<file path="src/rtl/fp_round_packer.sv">
// rtl/fp_round_packer.sv - two-stage IEEE-754 round-and-pack with valid/ready handshakes
module fp_round_packer #(
    parameter int EXP_W = 8,
    parameter int MAN_W = 23
) (
    input  logic                   clk,
    input  logic                   rst_n,
    input  logic                   in_valid,
    output logic                   in_ready,
    input  logic                   z_s,
    input  logic [EXP_W+1:0]       z_e,
    input  logic [MAN_W+3:0]       z_m,
    input  logic [1:0]             rmode,
    output logic                   out_valid,
    input  logic                   out_ready,
    output logic [EXP_W+MAN_W:0]   z,
    output logic                   flag_ovf,
    output logic                   flag_unf,
    output logic                   flag_inx
);

    localparam int EW   = EXP_W + 2;
    localparam int BIAS = (1 << (EXP_W - 1)) - 1;

    localparam logic signed [EXP_W+1:0] BIAS_X = EW'(BIAS);
    localparam logic signed [EXP_W+1:0] EMIN_X = EW'(1 - BIAS);
    localparam logic        [EXP_W+1:0] ONE_X  = EW'(1);
    localparam logic        [EXP_W-1:0] BIAS_F = EXP_W'(BIAS);
    localparam logic        [EXP_W-1:0] EXP_INF  = {EXP_W{1'b1}};
    localparam logic        [EXP_W-1:0] EXP_MAXF = {{(EXP_W-1){1'b1}}, 1'b0};

    localparam logic [1:0] RM_RNE = 2'd0;
    localparam logic [1:0] RM_RTZ = 2'd1;
    localparam logic [1:0] RM_RUP = 2'd2;
    localparam logic [1:0] RM_RDN = 2'd3;

    // Handshake
    logic v1, v2;
    logic s2_adv;

    assign s2_adv    = !v2 || out_ready;
    assign in_ready  = !v1 || s2_adv;
    assign out_valid = v2;

    // Stage 1: rounding
    logic [MAN_W:0]          m_in;
    logic                    inx_c;
    logic                    up_c;
    logic [MAN_W+1:0]        mr_c;
    logic [MAN_W:0]          m_c;
    logic signed [EXP_W+1:0] e_c;
    logic                    tiny_c;

    assign m_in = z_m[MAN_W+3:3];

    always_comb begin
        inx_c = |z_m[2:0];
        up_c  = 1'b0;
        case (rmode)
            RM_RNE:  up_c = z_m[2] && (z_m[1] || z_m[0] || z_m[3]);
            RM_RTZ:  up_c = 1'b0;
            RM_RUP:  up_c = inx_c && !z_s;
            RM_RDN:  up_c = inx_c && z_s;
            default: up_c = 1'b0;
        endcase
        mr_c = {1'b0, m_in} + {{(MAN_W+1){1'b0}}, up_c};
        if (mr_c[MAN_W+1]) begin
            m_c = mr_c[MAN_W+1:1];
            e_c = $signed(z_e + ONE_X);
        end else begin
            m_c = mr_c[MAN_W:0];
            e_c = $signed(z_e);
        end
        // Out-of-range judgement uses the exponent as presented, before any carry.
        tiny_c = $signed(z_e) < EMIN_X;
    end

    logic                    s1_s;
    logic signed [EXP_W+1:0] s1_e;
    logic [MAN_W:0]          s1_m;
    logic                    s1_inx;
    logic                    s1_tiny;
    logic [1:0]              s1_rmode;

    always_ff @(posedge clk or negedge rst_n) begin
        if (!rst_n) begin
            v1       <= 1'b0;
            s1_s     <= 1'b0;
            s1_e     <= '0;
            s1_m     <= '0;
            s1_inx   <= 1'b0;
            s1_tiny  <= 1'b0;
            s1_rmode <= RM_RNE;
        end else if (in_ready) begin
            v1 <= in_valid;
            if (in_valid) begin
                s1_s     <= z_s;
                s1_e     <= e_c;
                s1_m     <= m_c;
                s1_inx   <= inx_c;
                s1_tiny  <= tiny_c;
                s1_rmode <= rmode;
            end
        end
    end

    // Stage 2: packing
    logic [EXP_W+MAN_W:0] z_c;
    logic                 ovf_c, unf_c, inx2_c;
    logic                 to_inf;

    always_comb begin
        z_c    = '0;
        ovf_c  = 1'b0;
        unf_c  = 1'b0;
        inx2_c = s1_inx;
        to_inf = (s1_rmode == RM_RNE) ||
                 (s1_rmode == RM_RUP && !s1_s) ||
                 (s1_rmode == RM_RDN && s1_s);
        if (s1_tiny) begin
            z_c    = {s1_s, {(EXP_W+MAN_W){1'b0}}};
            unf_c  = 1'b1;
            inx2_c = 1'b1;
        end else if (s1_m == '0) begin
            z_c = {s1_s, {(EXP_W+MAN_W){1'b0}}};
        end else if (s1_e > BIAS_X) begin
            ovf_c  = 1'b1;
            inx2_c = 1'b1;
            if (to_inf) begin
                z_c = {s1_s, EXP_INF, {MAN_W{1'b0}}};
            end else begin
                z_c = {s1_s, EXP_MAXF, {MAN_W{1'b1}}};
            end
        end else if (s1_e == EMIN_X && !s1_m[MAN_W]) begin
            z_c   = {s1_s, {EXP_W{1'b0}}, s1_m[MAN_W-1:0]};
            unf_c = s1_inx;
        end else begin
            // A subnormal rounded up into the hidden bit lands here with exp field 1.
            z_c = {s1_s, s1_e[EXP_W-1:0] + BIAS_F, s1_m[MAN_W-1:0]};
        end
    end

    logic [EXP_W+MAN_W:0] z_r;
    logic                 ovf_r, unf_r, inx_r;

    always_ff @(posedge clk or negedge rst_n) begin
        if (!rst_n) begin
            v2    <= 1'b0;
            z_r   <= '0;
            ovf_r <= 1'b0;
            unf_r <= 1'b0;
            inx_r <= 1'b0;
        end else if (s2_adv) begin
            v2 <= v1;
            if (v1) begin
                z_r   <= z_c;
                ovf_r <= ovf_c;
                unf_r <= unf_c;
                inx_r <= inx2_c;
            end
        end
    end

    assign z        = z_r;
    assign flag_ovf = v2 && ovf_r;
    assign flag_unf = v2 && unf_r;
    assign flag_inx = v2 && inx_r;

endmodule

</file>
<file path="config.mk">
export PLATFORM = sky130hd
export DESIGN_NAME = fp_round_packer
export DESIGN_NICKNAME = d
export VERILOG_FILES = /design/src/rtl/fp_round_packer.sv
export SDC_FILE = /design/constraint.sdc
export NUM_CORES = 1
export LEC_CHECK = 0
export BUFFER_PORTS_ARGS = -buffer_cell sky130_fd_sc_hd__buf_2
export CAP_MARGIN = 20
export CORE_MARGIN = 2
export CORE_UTILIZATION = 55
export DETAILED_ROUTE_END_ITERATION = 8
export PLACE_DENSITY = 0.88
export SLEW_MARGIN = 25
export SYNTH_ARGS = -nofsm -noshare
export SYNTH_HDL_FRONTEND = slang
export SYNTH_SLANG_ARGS = --single-unit
</file>
<file path="constraint.sdc">
create_clock -name clk -period 2.2 [get_ports clk]
set_input_delay 0.11 -clock clk [delete_from_list [all_inputs] [get_ports clk]]
set_output_delay 0.11 -clock clk [all_outputs]
set_load 0.02 [all_outputs]
</file>
==> summary.txt, run 1 <==
Critical path required time: 2.46 ns
Final net count: 593
Cell variety after synth: 38
Clk_lat worst skew: 0.35 ns
Die X: 88.2 um
Total track usage: 26.1%
Syn Nets: 493
Post-synth EDFFs: 0
Critical-path maximum fanout: 11
Net Sw Power: 1370 uW
Worst min path class: input pin to register
Largest net degree at the start of global routing: 77
ANT nets after route: 0
GR Layer Usage met1: 35.4%
Number of global-route vias before repair: 3,343
TritonCTS clock tree: done
Mapped Cells: 444
Asr flop ratio synth: 100%
Synth Area in Compound Gates: 12.3%
Top_reg_cell synth: dfrtp_1
Placed Cells: 626
DP Wirelength: 7170 um
M3 GR Usage: 3.45%
Clk pwr share: 27.5%
Layout cells sized above 1: 25.0%
Die height: 88.2 um
Adder-Cell Fraction of Synth Area: 1.60%
CTS clock-pin slew for the worst setup and hold paths: 0.08 ns
Clock sink count: 76
Combinational power share: 26.7%
Largest family of logic cells by synthesized area: simple AND/OR/NAND/NOR gates
Fill count: 512
Final Hold Fails: 0
Sw Ratio: 33.8%
Post-synthesis mux area share: 1.09%
Relative slew slack: 56.8%
Num ports: 81
Pwr/cell area: 841 nW/um2
Detailed-route wire length per cell: 15.1 um
Initial antenna violation count: 0
Crit-path cells: buf_2 > nor2b_1 > mux2i_1 > o21ai_0 > a21oi_1 > ha_2 > ha_1 > and4_1 > nand2b_1 > buf_6 > nor3_4 > buf_4 > nand2_1 > a31oi_1
Post-route minimum period: 2.16 ns
Finish-stage setup viols: 0
CTS Buf Count: 9
Tot Pwr: 4050 uW
Setup CP Type: input pin to register
Worst setup margin: 0.0393 ns
ANT cells: 0
Achievable Freq: 463 MHz
Most frequent cells in the layout: nand2_1 (83), buf_2 (80), dfrtp_1 (76)
Slew Viols, Final: 0
Simple-gate share of the synthesized area: 26.5%
Syn Std Cell Area: 3900 um2
Seq pwr share: 45.8%
CTS Buffer Depth: 2
Static Leak: 0.00219 uW
CP max-delay cell: nor3_4
WP data arrival: 2.42 ns
Max-Cap Viols: 0
Layout Cells excl Fill: 644
CP Capture Type: register
Drc violations: 0
Worst IR Drop VDD: 0.333 mV
Starting Density: 57.1%
Drt pass-1 iters: 5
First-pass GRT wire length: 15,600 um
Most Crowded Layer GR: met2
Fin util: 70.6%
Clock Tree Root: clkbuf_8
Vias per cell: 5.68
GPL Wtd Cong: 0.955
Ys Warns: 0
Status: completed
Pint: 2690 uW
H-tree levels: 3
GR Overflow Total: 0
Worst stage delay on the critical path: 0.30 ns
Commonest non-fill, non-tap cell in the layout: nand2_1
Drt total wl: 9720 um
Yosys reg bits: 76
Via count: 3,658
DR iter-0 viols: 279
I/O Buffers: 80
Post-Synth XOR/XNOR Area: 6.96%
Total core area: 6830 um2
Clock skew: 0.0102 ns
Grt met2 use: 41.6%
Die area: 7780 um2
Register area share after synthesis: 48.7%
Worst R2R Setup Slack: 0.20 ns
Measured slew at the worst slew-check pin: 0.642 ns
Fin crit share: 98.2%
Setup WS pre-CTS: -0.214 ns
Critical path launch point type: input pin
Syn avg cell area: 8.79 um2
Number of cell rows: 30
Area growth syn-to-layout: 23.6%
Post-CTS Setup Inserts: 0
cells by family (layout without fill, tap and decap cells):
logic type               Yosys count  after routing
AO/OA/AOI/OAI                     82             82
buffers and inverters             28            132
AND/OR/NAND/NOR                  218            218
flip-flops                        76             76
multiplexers                       4              4
adder cells (fa/ha/maj)            5              5
XOR/XNOR                          31             31
power groups by stage:
stage                     sequential (uW)  clock [uW]  combinational, uW
after floorplan                      2050           0                461
after CTS                            1850        1120               1080
after global routing                 1890        1170               1200
after global placement               1870           0               1040
after detailed placement             1880           0               1070
final                                1860        1110               1080
final cells by class:
cell class | instances | area (um2) | area share (%)
Sequential cell | 76 | 1900 | 39.4
Inverter | 7 | 26.3 | 0.545
Timing Repair Buffer | 110 | 649 | 13.5
Clock inverter | 3 | 45.0 | 0.934
Clock buffer | 12 | 165 | 3.43
Tap cell | 96 | 120 | 2.49
Multi-Input combinational cell | 340 | 1910 | 39.7
state kept, by name, indices dropped and copies added (netlist names), 2 cells and up:
| name | cells |
|---|---|
| s1_e | 10 |
| s1_rmode | 2 |
| z | 32 |
| s1_m | 24 |
critical path: cells and delay by family:
family | cells | cell delay [ns]
AOI/OAI and AO/OA | 3 | 0.52
and+or+nand+nor | 5 | 0.80
adders and majority gates | 2 | 0.41
muxes | 1 | 0.11
buffers and inverters | 3 | 0.48
synthesized netlist by cell type, types with 3 or more instances:
library cell  instances  area [um2]
a21oi_1              12        60.1
a22o_1                9        78.8
a31oi_1               5        31.3
and2_1                6        37.5
and3_1                5        31.3
and4_1                3        26.3
clkbuf_1             17        63.8
dfrtp_1              76        1900
ha_1                  5        62.6
inv_1                 7        26.3
nand2_1              83         312
nand2b_1              5        31.3
nand3_1              13        65.1
nand4_1               7        43.8
nor2_1               50         188
nor3_1                9        45.0
nor4_1               18         113
o21ai_0              37         185
o21ai_1               9        45.0
o31ai_1               6        45.0
or2_2                 4        25.0
or3_1                 7        43.8
xnor2_1              21         184
xor2_1               10        87.6
timing repair:
action | 4_1_cts | 5_1_grt
setup endpoints to repair | 0 | 27
resized for setup | 0 | 6
hold buffers | 3 | 0
hold endpoints to repair | 78 | 0
through the flow:
stage | hold WS, ns | instance area, um2 | TNS (ns)
after floorplan | -0.186 | 3900 | -0.0533
after global placement | 0.164 | 4560 | -0.756
after detailed placement | 0.172 | 4560 | -3.37
after CTS | 0.0489 | 4800 | 0
after global routing | 0.0573 | 4820 | -0.00292
final | 0.0435 | 4820 | 0
worst paths after layout:
kind                          start       to  cells after the start
max reg2reg                s1_m[23]    z[22]                      5
min                          z_e[9]  s1_tiny                      3
max                        rmode[1]  s1_m[0]                     14
min in group asynchronous     rst_n  s1_e[4]                      3
max in group asynchronous     rst_n     z[5]                      3
min reg2reg                   z[20]    z[20]                      2
per-layer routing:
metal,share of wire (%),up-vias
li1,-,1735
met1,43,1743
met2,49,146
met3,5.4,34
met4,3.3,0
met5,0,-
No activity file was read; power rests on OpenSTA's default activity.
==> run 2, diff against run 1 <==
--- a/config.mk
+++ b/config.mk
@@ -7,6 +7,7 @@
 export LEC_CHECK = 0
 export BUFFER_PORTS_ARGS = -buffer_cell sky130_fd_sc_hd__buf_2
 export CAP_MARGIN = 20
+export CORE_ASPECT_RATIO = 2
 export CORE_MARGIN = 2
 export CORE_UTILIZATION = 55
 export DETAILED_ROUTE_END_ITERATION = 8
==> run 2 against run 1 <==
  * Clock skew shrank 0.0042 ns
  * Via count down 3.1%
  * Largest power group unchanged
  * Maximum frequency up 6.4%
  * Final cell count down 1.4%
  * Non-clock buffer count shrank 4
  * Critical path type is now register to register
  * Largest cell class unchanged
==> summary.txt, run 2 (synthesis results as in run 1) <==
Worst path bufs/invs: 0
CTS Buffer Depth: 2
Clock skew: 0.00592 ns
CP max-delay cell: nor4_1
Initial antenna violation count: 0
Relative slew slack: 34.2%
H-tree levels: 3
Drt total wl: 9510 um
Clk_lat worst skew: 0.33 ns
Final net count: 589
Worst IR Drop VDD: 0.483 mV
Clock Tree Root: clkbuf_16
Pwr/cell area: 904 nW/um2
Area growth syn-to-layout: 24.2%
Detailed-route wire length per cell: 15.0 um
Finish-stage setup viols: 0
Die area: 7820 um2
Critical path launch point type: register
CTS Buf Count: 9
Critical path required time: 2.38 ns
First-pass GRT wire length: 15,800 um
Starting Density: 56.6%
Setup CP Type: register to register
Status: completed
Total track usage: 25.8%
GPL Wtd Cong: 0.844
Die height: 123 um
Worst min path class: input pin to register
Static Leak: 0.00220 uW
CP Capture Type: register
I/O Buffers: 80
Achievable Freq: 492 MHz
WP data arrival: 2.21 ns
GR Overflow Total: 0
Fin crit share: 92.3%
Setup TNS: 0 ns
Die X: 63.6 um
Largest net degree at the start of global routing: 28
Post-CTS Setup Inserts: 0
Commonest non-fill, non-tap cell in the layout: nand2_1
Crit-path cells: nor4_1 > nand4_1 > nor2_1 > or4b_2 > o21ai_0
Worst setup margin: 0.168 ns
Crit. Startpoint: s1_m[12]
Via count: 3,546
Clock sink count: 76
Total core area: 6890 um2
DP Wirelength: 7170 um
Drt pass-1 iters: 5
TritonCTS clock tree: done
Layout cells sized above 1: 24.4%
Num ports: 81
Slew Viols, Final: 0
Number of flip-flops in the largest register: 32
FF-to-FF Start: s1_m[12]
ANT nets after route: 0
Max-Cap Viols: 0
Hold wc startpoint: in_valid
Setup WS pre-CTS: -0.100 ns
DR iter-0 viols: 216
Final Hold Fails: 0
Critical-path maximum fanout: 23
Worst stage delay on the critical path: 0.52 ns
ANT cells: 0
CTS clock-pin slew for the worst setup and hold paths: 0.06 ns
Vias per cell: 5.58
Post-route minimum period: 2.03 ns
Number of global-route vias before repair: 3,479
Drc violations: 0
Measured slew at the worst slew-check pin: 0.978 ns
Worst path top cell family by delay: simple AND/OR/NAND/NOR gates
Most frequent cells in the layout: nand2_1 (83), buf_2 (80), dfrtp_1 (76)
Number of cell rows: 43
[run 2: changes by cell type in the layout (fill, tap and decap cells not counted), sizes merged]
| cell | before | now |
|---|---|---|
| buf | 107 | 105 |
| dlygate4sd3 | 3 | 1 |
| clkbuf | 12 | 11 |
| clkinv | 0 | 1 |
| clkinvlp | 2 | 3 |
[run 2: layout make-up]
type	count	area, um2
clock inverter	5	61.3
tap	90	113
multi-input combinational	340	1900
inverter	7	26.3
sequential	76	1900
clock buffer	11	243
timing repair buffer	106	598
fill	555	2040
[run 2: where the power goes]
group / switching [uW] / leakage [uW] / internal, uW / total [uW]
logic: 670 / 0.00114 / 399 / 1070
registers: 196 / 0.000919 / 1670 / 1870
clock network: 533 / 0.000138 / 909 / 1440
total: 1400 / 0.00220 / 2980 / 4380
[run 2: worst paths after layout]
kind	to	slack, ns	cells past startpoint
max reg2reg	z[18]	0.17	5
min reg2reg	z[2]	0.47	2
max in group asynchronous	z[12]	1.09	3
max	z[18]	0.17	5
min in group asynchronous	z[27]	0.32	2
min	v1	0.009	2
[run 2: metrics by stage]
step                      utilization (%)  total power, uW  std cells  cell area [um2]  hold slack [ns]
after floorplan                         -             2520        444             3900           -0.186
after global placement               65.6             2900        618             4520            0.127
after detailed placement             65.6             2950        618             4520            0.140
after CTS                            70.2             4410        635             4830         0.000722
after global routing                 70.4             4620        635             4850          0.00814
final                                70.4             4380        635             4850          0.00917
[run 2: what timing repair did]
item | 4_1_cts | 5_1_grt
setup endpoints to repair | 0 | 8
resized for setup | 0 | 2
hold buffers | 1 | 0
hold endpoints to repair | 25 | 0
[run 2: layer usage]
layer  part of all wire (%)  routed length, um  global-route usage [%]  up-vias
met2                     56               5290                    46.4      113
met1                     38               3580                    29.3     1682
met3                    4.0                378                    4.19       22
met5                      0                  0                       0        -
li1                       -                  -                       -     1729
met4                    2.8                263                    13.2        0
